===== config.mk =====
export PLATFORM = sky130hd
export DESIGN_NAME = serial_mac_neuron
export DESIGN_NICKNAME = d
export VERILOG_FILES = /design/src/rtl/nn_fixed_pkg.sv /design/src/rtl/fixed_point_mul.sv /design/src/rtl/serial_mac_neuron.sv
export SDC_FILE = /design/constraint.sdc
export NUM_CORES = 2
export LEC_CHECK = 0
export CORE_ASPECT_RATIO = 0.75
export CORE_UTILIZATION = 65
export DETAILED_ROUTE_END_ITERATION = 10
export DONT_BUFFER_PORTS = 1
export PLACE_DENSITY = 0.81
export SETUP_SLACK_MARGIN = 0.5
export SYNTH_ARGS = -nofsm -noshare
export SYNTH_HDL_FRONTEND = slang
export SYNTH_SLANG_ARGS = --single-unit

===== constraint.sdc =====
create_clock -name clk -period 23.3 [get_ports clk]
set_input_delay 2.33 -clock clk [delete_from_list [all_inputs] [get_ports clk]]
set_output_delay 2.33 -clock clk [all_outputs]
set_load 0.005 [all_outputs]

===== src/rtl/nn_fixed_pkg.sv =====
// rtl/nn_fixed_pkg.sv - shared fixed-point types, defaults and helpers for neuron blocks
package nn_fixed_pkg;

    localparam int NN_DATA_W = 32;
    localparam int NN_FRAC_W = 24;
    // Working width for activation/saturation helpers; callers sign-extend into it.
    localparam int NN_WIDE_W = 128;

    typedef enum logic [1:0] {
        ACT_LINEAR = 2'd0,
        ACT_RELU   = 2'd1,
        ACT_LEAKY  = 2'd2
    } act_mode_e;

    typedef enum logic [1:0] {
        ACC = 2'd0,
        FIN = 2'd1,
        OUT = 2'd2
    } neuron_state_e;

    typedef struct packed {
        logic signed [NN_WIDE_W-1:0] value;
        logic                        sat;
    } sat_res_t;

    // Clamp a wide signed value into a data_w-bit signed range and flag clamping.
    function automatic sat_res_t sat_to_width(input logic signed [NN_WIDE_W-1:0] v,
                                              input int data_w);
        logic signed [NN_WIDE_W-1:0] max_v;
        logic signed [NN_WIDE_W-1:0] min_v;
        sat_res_t                    r;
        max_v   = (NN_WIDE_W'(1) << (data_w - 1)) - NN_WIDE_W'(1);
        min_v   = ~max_v;
        r.value = v;
        r.sat   = 1'b0;
        if (v > max_v) begin
            r.value = max_v;
            r.sat   = 1'b1;
        end else if (v < min_v) begin
            r.value = min_v;
            r.sat   = 1'b1;
        end
        return r;
    endfunction

    // Activation on the wide total; leaky slope is an arithmetic (floor) shift.
    function automatic logic signed [NN_WIDE_W-1:0] apply_act(input logic signed [NN_WIDE_W-1:0] v,
                                                              input act_mode_e mode,
                                                              input int shift);
        logic signed [NN_WIDE_W-1:0] r;
        case (mode)
            ACT_RELU:  r = (v > 0) ? v : '0;
            ACT_LEAKY: r = (v >= 0) ? v : (v >>> shift);
            default:   r = v;
        endcase
        return r;
    endfunction

endpackage


===== src/rtl/fixed_point_mul.sv =====
// rtl/fixed_point_mul.sv - signed DATA_W x DATA_W multiply, full product floor-shifted by FRAC_W
module fixed_point_mul #(
    parameter int DATA_W = 32,
    parameter int FRAC_W = 24
) (
    input  logic signed [DATA_W-1:0]          a_i,
    input  logic signed [DATA_W-1:0]          b_i,
    output logic signed [2*DATA_W-FRAC_W-1:0] p_o
);

    logic signed [2*DATA_W-1:0] prod;
    logic                       unused_frac;

    // Dropping the low FRAC_W bits of a two's complement product is an arithmetic shift (floor).
    assign prod        = a_i * b_i;
    assign p_o         = prod[2*DATA_W-1:FRAC_W];
    assign unused_frac = ^prod[FRAC_W-1:0];

endmodule


===== src/rtl/serial_mac_neuron.sv =====
// rtl/serial_mac_neuron.sv - time-multiplexed MAC neuron with bias, activation and output handshake
module serial_mac_neuron
    import nn_fixed_pkg::*;
#(
    parameter int        DATA_W      = NN_DATA_W,
    parameter int        FRAC_W      = NN_FRAC_W,
    parameter int        N_INPUTS    = 4,
    parameter act_mode_e ACT_MODE    = ACT_RELU,
    parameter int        LEAKY_SHIFT = 3,
    parameter bit        SATURATE    = 1'b1
) (
    input  logic              clk,
    input  logic              rst,
    input  logic              in_valid,
    output logic              in_ready,
    input  logic [DATA_W-1:0] in_data,
    input  logic [DATA_W-1:0] in_weight,
    input  logic [DATA_W-1:0] bias,
    output logic              out_valid,
    input  logic              out_ready,
    output logic [DATA_W-1:0] out_data,
    output logic              out_sat
);

    localparam int PROD_W = 2*DATA_W - FRAC_W;
    localparam int CNT_W  = $clog2(N_INPUTS + 1);
    localparam int ACC_W  = PROD_W + CNT_W;
    localparam int TOT_W  = ACC_W + 1;

    neuron_state_e               state_q, state_d;
    logic [CNT_W-1:0]            count_q, count_d;
    logic signed [ACC_W-1:0]     acc_q, acc_d;
    logic signed [DATA_W-1:0]    bias_q, bias_d;
    logic [DATA_W-1:0]           out_data_q, out_data_d;
    logic                        out_sat_q, out_sat_d;
    logic                        out_valid_q, out_valid_d;

    logic signed [PROD_W-1:0]    term;
    logic signed [TOT_W-1:0]     total;
    logic signed [NN_WIDE_W-1:0] act_w;
    sat_res_t                    sat_res;
    logic                        unused_sat_hi;

    fixed_point_mul #(
        .DATA_W (DATA_W),
        .FRAC_W (FRAC_W)
    ) u_mul (
        .a_i (in_data),
        .b_i (in_weight),
        .p_o (term)
    );

    // Result path: accumulator plus bias, activation, then range handling on a wide copy.
    assign total         = TOT_W'(acc_q) + TOT_W'(bias_q);
    assign act_w         = apply_act(NN_WIDE_W'(total), ACT_MODE, LEAKY_SHIFT);
    assign sat_res       = sat_to_width(act_w, DATA_W);
    assign unused_sat_hi = ^sat_res.value[NN_WIDE_W-1:DATA_W];

    assign out_valid = out_valid_q;
    assign out_data  = out_data_q;
    assign out_sat   = out_sat_q;

    // State register and datapath registers; reset discards any vector in flight.
    always_ff @(posedge clk) begin
        if (rst) begin
            state_q     <= ACC;
            count_q     <= '0;
            acc_q       <= '0;
            bias_q      <= '0;
            out_data_q  <= '0;
            out_sat_q   <= 1'b0;
            out_valid_q <= 1'b0;
        end else begin
            state_q     <= state_d;
            count_q     <= count_d;
            acc_q       <= acc_d;
            bias_q      <= bias_d;
            out_data_q  <= out_data_d;
            out_sat_q   <= out_sat_d;
            out_valid_q <= out_valid_d;
        end
    end

    // Next-state and datapath control: accumulate beats, finalise once, hold until consumed.
    always_comb begin
        state_d     = state_q;
        count_d     = count_q;
        acc_d       = acc_q;
        bias_d      = bias_q;
        out_data_d  = out_data_q;
        out_sat_d   = out_sat_q;
        out_valid_d = out_valid_q;
        in_ready    = 1'b0;
        case (state_q)
            ACC: begin
                in_ready = 1'b1;
                if (in_valid) begin
                    if (count_q == '0) begin
                        acc_d  = ACC_W'(term);
                        bias_d = bias;
                    end else begin
                        acc_d = acc_q + ACC_W'(term);
                    end
                    if (count_q == CNT_W'(N_INPUTS - 1)) begin
                        count_d = '0;
                        state_d = FIN;
                    end else begin
                        count_d = count_q + 1'b1;
                    end
                end
            end
            FIN: begin
                if (SATURATE) begin
                    out_data_d = sat_res.value[DATA_W-1:0];
                    out_sat_d  = sat_res.sat;
                end else begin
                    out_data_d = act_w[DATA_W-1:0];
                    out_sat_d  = 1'b0;
                end
                out_valid_d = 1'b1;
                state_d     = OUT;
            end
            OUT: begin
                if (out_ready) begin
                    out_valid_d = 1'b0;
                    count_d     = '0;
                    state_d     = ACC;
                end
            end
            default: state_d = ACC;
        endcase
    end

endmodule


==> impl_metrics.py <==
metrics = {
    "run_status": {
        "outcome": "completed",
    },
    "clocking": {
        "cts_resized": 0,
        "numCtsBuffers": 17,
        "cts_buffer_depth": 2,
        "cts_setup_buffers": 0,
        "cts_tree": "built",
        "clock_sinks": 114,
        "clk-insertion-delay-late_ps": 430,
        "cts.clk_slew.worst_paths_ps": 60,
        "ctsHoldBuffers": 0,
        "cts_max_level": 4,
        "clockRootBuffer": "clkbuf_16",
    },
    "global_routing": {
        "grt_overflow_total": 0,
        "grt_usage_pct": 36.7,
        "grt_start_max_net_pins": 70,
        "grt_pass1_vias": 36956,
        "grt_first_pass_wirelength_um": 200000,
        "antenna_found_initial": 1,
    },
    "sta": {
        "maxSlewViolCount": 0,
        "finalHoldViolCount": 0,
        "fin_skew_ps": 13.4,
        "finalSetupViolations": 0,
        "setup_tns_ps": 0,
        "fin_crit_sh_pct": 55.2,
        "rsz0062_at_grt": "no",
        "min_period_ps": 12850,
        "max_freq_mhz": 77.8,
        "max_slew.worst_pin.slew_ps": 1100,
        "relSlewSlack_pct": 26.5,
    },
    "setup_path": {
        "cp.buffers_inverters": 6,
        "worstSetupPathType": "input port to flip-flop",
        "required_ps": 23620,
        "path_delay_family": "adder cells",
        "cp_max_fo": 32,
        "slowest_stage": "fa_1",
        "cp-end-kind": "flip-flop",
        "worstPathArrival_ps": 13170,
        "cpPeakStageDelay_ps": 1120,
        "crit_top_cell": "fa_1",
        "setup.worst_path.start_class": "input port",
    },
    "yosys": {
        "synth_top_cell_by_area": "fa_1",
        "netlist_top_cells_area": "fa_1 (48%), inv_1 (9.4%), ha_1 (7.6%)",
        "synth_top_flop_cell": "dfxtp_1",
        "yosysWarnings": 0,
        "yosys-top-cells-count": "inv_1 (1126), fa_1 (1083), nand2_1 (658)",
        "synth_edf_count": 0,
        "synth.distinct_cells": 76,
        "netlist_instances": 5078,
        "netlist.area_leader.share_pct": 48.2,
        "avgSynthCellArea_um2": 8.87,
        "synth_most_common_cell": "inv_1",
        "ys_seq_elements": 114,
        "synthesis.area_um2": 45000,
        "synth_nets": 6536,
        "ys_seq_area_share_pct": 5.07,
        "synthArstFlopShare_pct": 0,
    },
    "die": {
        "initial_core_util_pct": 65.8,
        "die-area_um2": 70300,
        "die_h_um": 230,
        "chipWidth_um": 306,
        "core_um2": 68400,
        "io_pins": 135,
        "core.rowCount": 83,
    },
    "route": {
        "first_pass_iters": 6,
        "wirelength_um": 122000,
        "wl_per_cell_um": 21.2,
        "drt-initial-drc-count": 3036,
        "drcViolationCount": 0,
        "ant_nets": 0,
        "viasPerCell": 5.96,
        "vias": 34323,
    },
    "run": {
        "drv_cap": 0,
    },
    "place": {
        "port_buffers": 0,
        "place_area_um2": 45200,
        "gp_congestion": 0.952,
        "hpwl_um": 92700,
    },
    "cells_and_area": {
        "layout.nets": 6308,
        "stdcell_area_um2": 45800,
        "drive_above_1_share_pct": 1.30,
        "syn2layout_area_growth_pct": 1.84,
    },
    "hold_path": {
        "hold_class": "flip-flop to flip-flop",
    },
}
## metal layers
layer / vias to the layer above / GRT usage (%) / routed length (um)
li1: 14803 / - / -
met1: 17140 / 51.5 / 49300
met5: - / 0.889 / 14
met4: 2 / 11.4 / 4240
met2: 2077 / 53.6 / 51400
met3: 301 / 13.2 / 17200
## metrics by stage
step	setup slack (ps)	hold slack (ps)	std cells	util [%]
6_report	10450	460	5757	67.0
5_1_grt	9560	478	5755	67.0
3_5_place_dp	10050	448	5723	66.1
4_1_cts	10450	457	5755	67.0
2_1_floorplan	11070	440	5078	-
3_3_place_gp	10360	446	5723	66.1
## final timing paths
path	start	endpoint	slack (ps)	depth (start not counted)
min	bias_q[14]	bias_q[14]	460	2
min reg2reg	bias_q[14]	bias_q[14]	460	2
max reg2reg	acc_q[0]	out_data[28]	18930	14
max	in_weight[3]	acc_q[42]	10450	36
## tightest hold or removal path: cells and delay by family, from the launching register on
family             cells  cell delay (ps)
DFF                    1              310
AOI/OAI and AO/OA      1               50
and+or+nand+nor        1               50
## state kept, by name, indices dropped and copies added (netlist names)
name	cells
out_data	32
bias_q	32
out_valid	1
state_q	2
count_q	3
acc_q	43
out_sat	1
## kinds of logic after synthesis
| family | Yosys count | synth area share (%) |
|---|---|---|
| compound gates | 600 | 8.75 |
| xor+xnor | 115 | 2.24 |
| fa+ha+maj | 1358 | 55.8 |
| buf+inv | 1383 | 11.6 |
| flops | 114 | 5.07 |
| mux | 5 | 0.111 |
| simple gates | 1503 | 16.4 |
## cell usage in the layout (no fill, tap or decap), types with 5 or more instances in the layout
cell type,n
xor2_1,42
and2_1,511
clkbuf_16,17
o21ai_0,96
nand3_1,31
and4_1,5
inv_6,9
o21a_1,28
or3_1,8
and3_1,21
nand2_1,658
a221o_1,25
inv_1,1126
dfxtp_1,114
a221oi_1,5
mux2i_1,5
a31oi_1,22
a211o_1,9
nor2b_1,16
nor3_1,41
o31ai_1,6
nand2b_1,29
o21bai_1,19
nor2_1,132
buf_4,10
o21ai_1,6
a21oi_1,190
fa_1,1083
a22oi_1,5
a21o_1,84
o211ai_1,13
a211oi_1,34
ha_1,275
a311oi_1,9
xnor2_1,73
nand4_1,24
## area by class of cell
class                   count  area [um^2]
repair buffers             10         75.1
diodes                      2         5.00
clock inverters            15          180
well taps                 892         1120
clock buffers              17          425
inverters                1126         4230
multi-input cells        3581        37500
flip-flops and latches    114         2280
fillers                  5314        22600
Power is left out: the tool's default activity adds up to more than one toggle a clock period on the data nets, which glitch-free logic cannot reach.
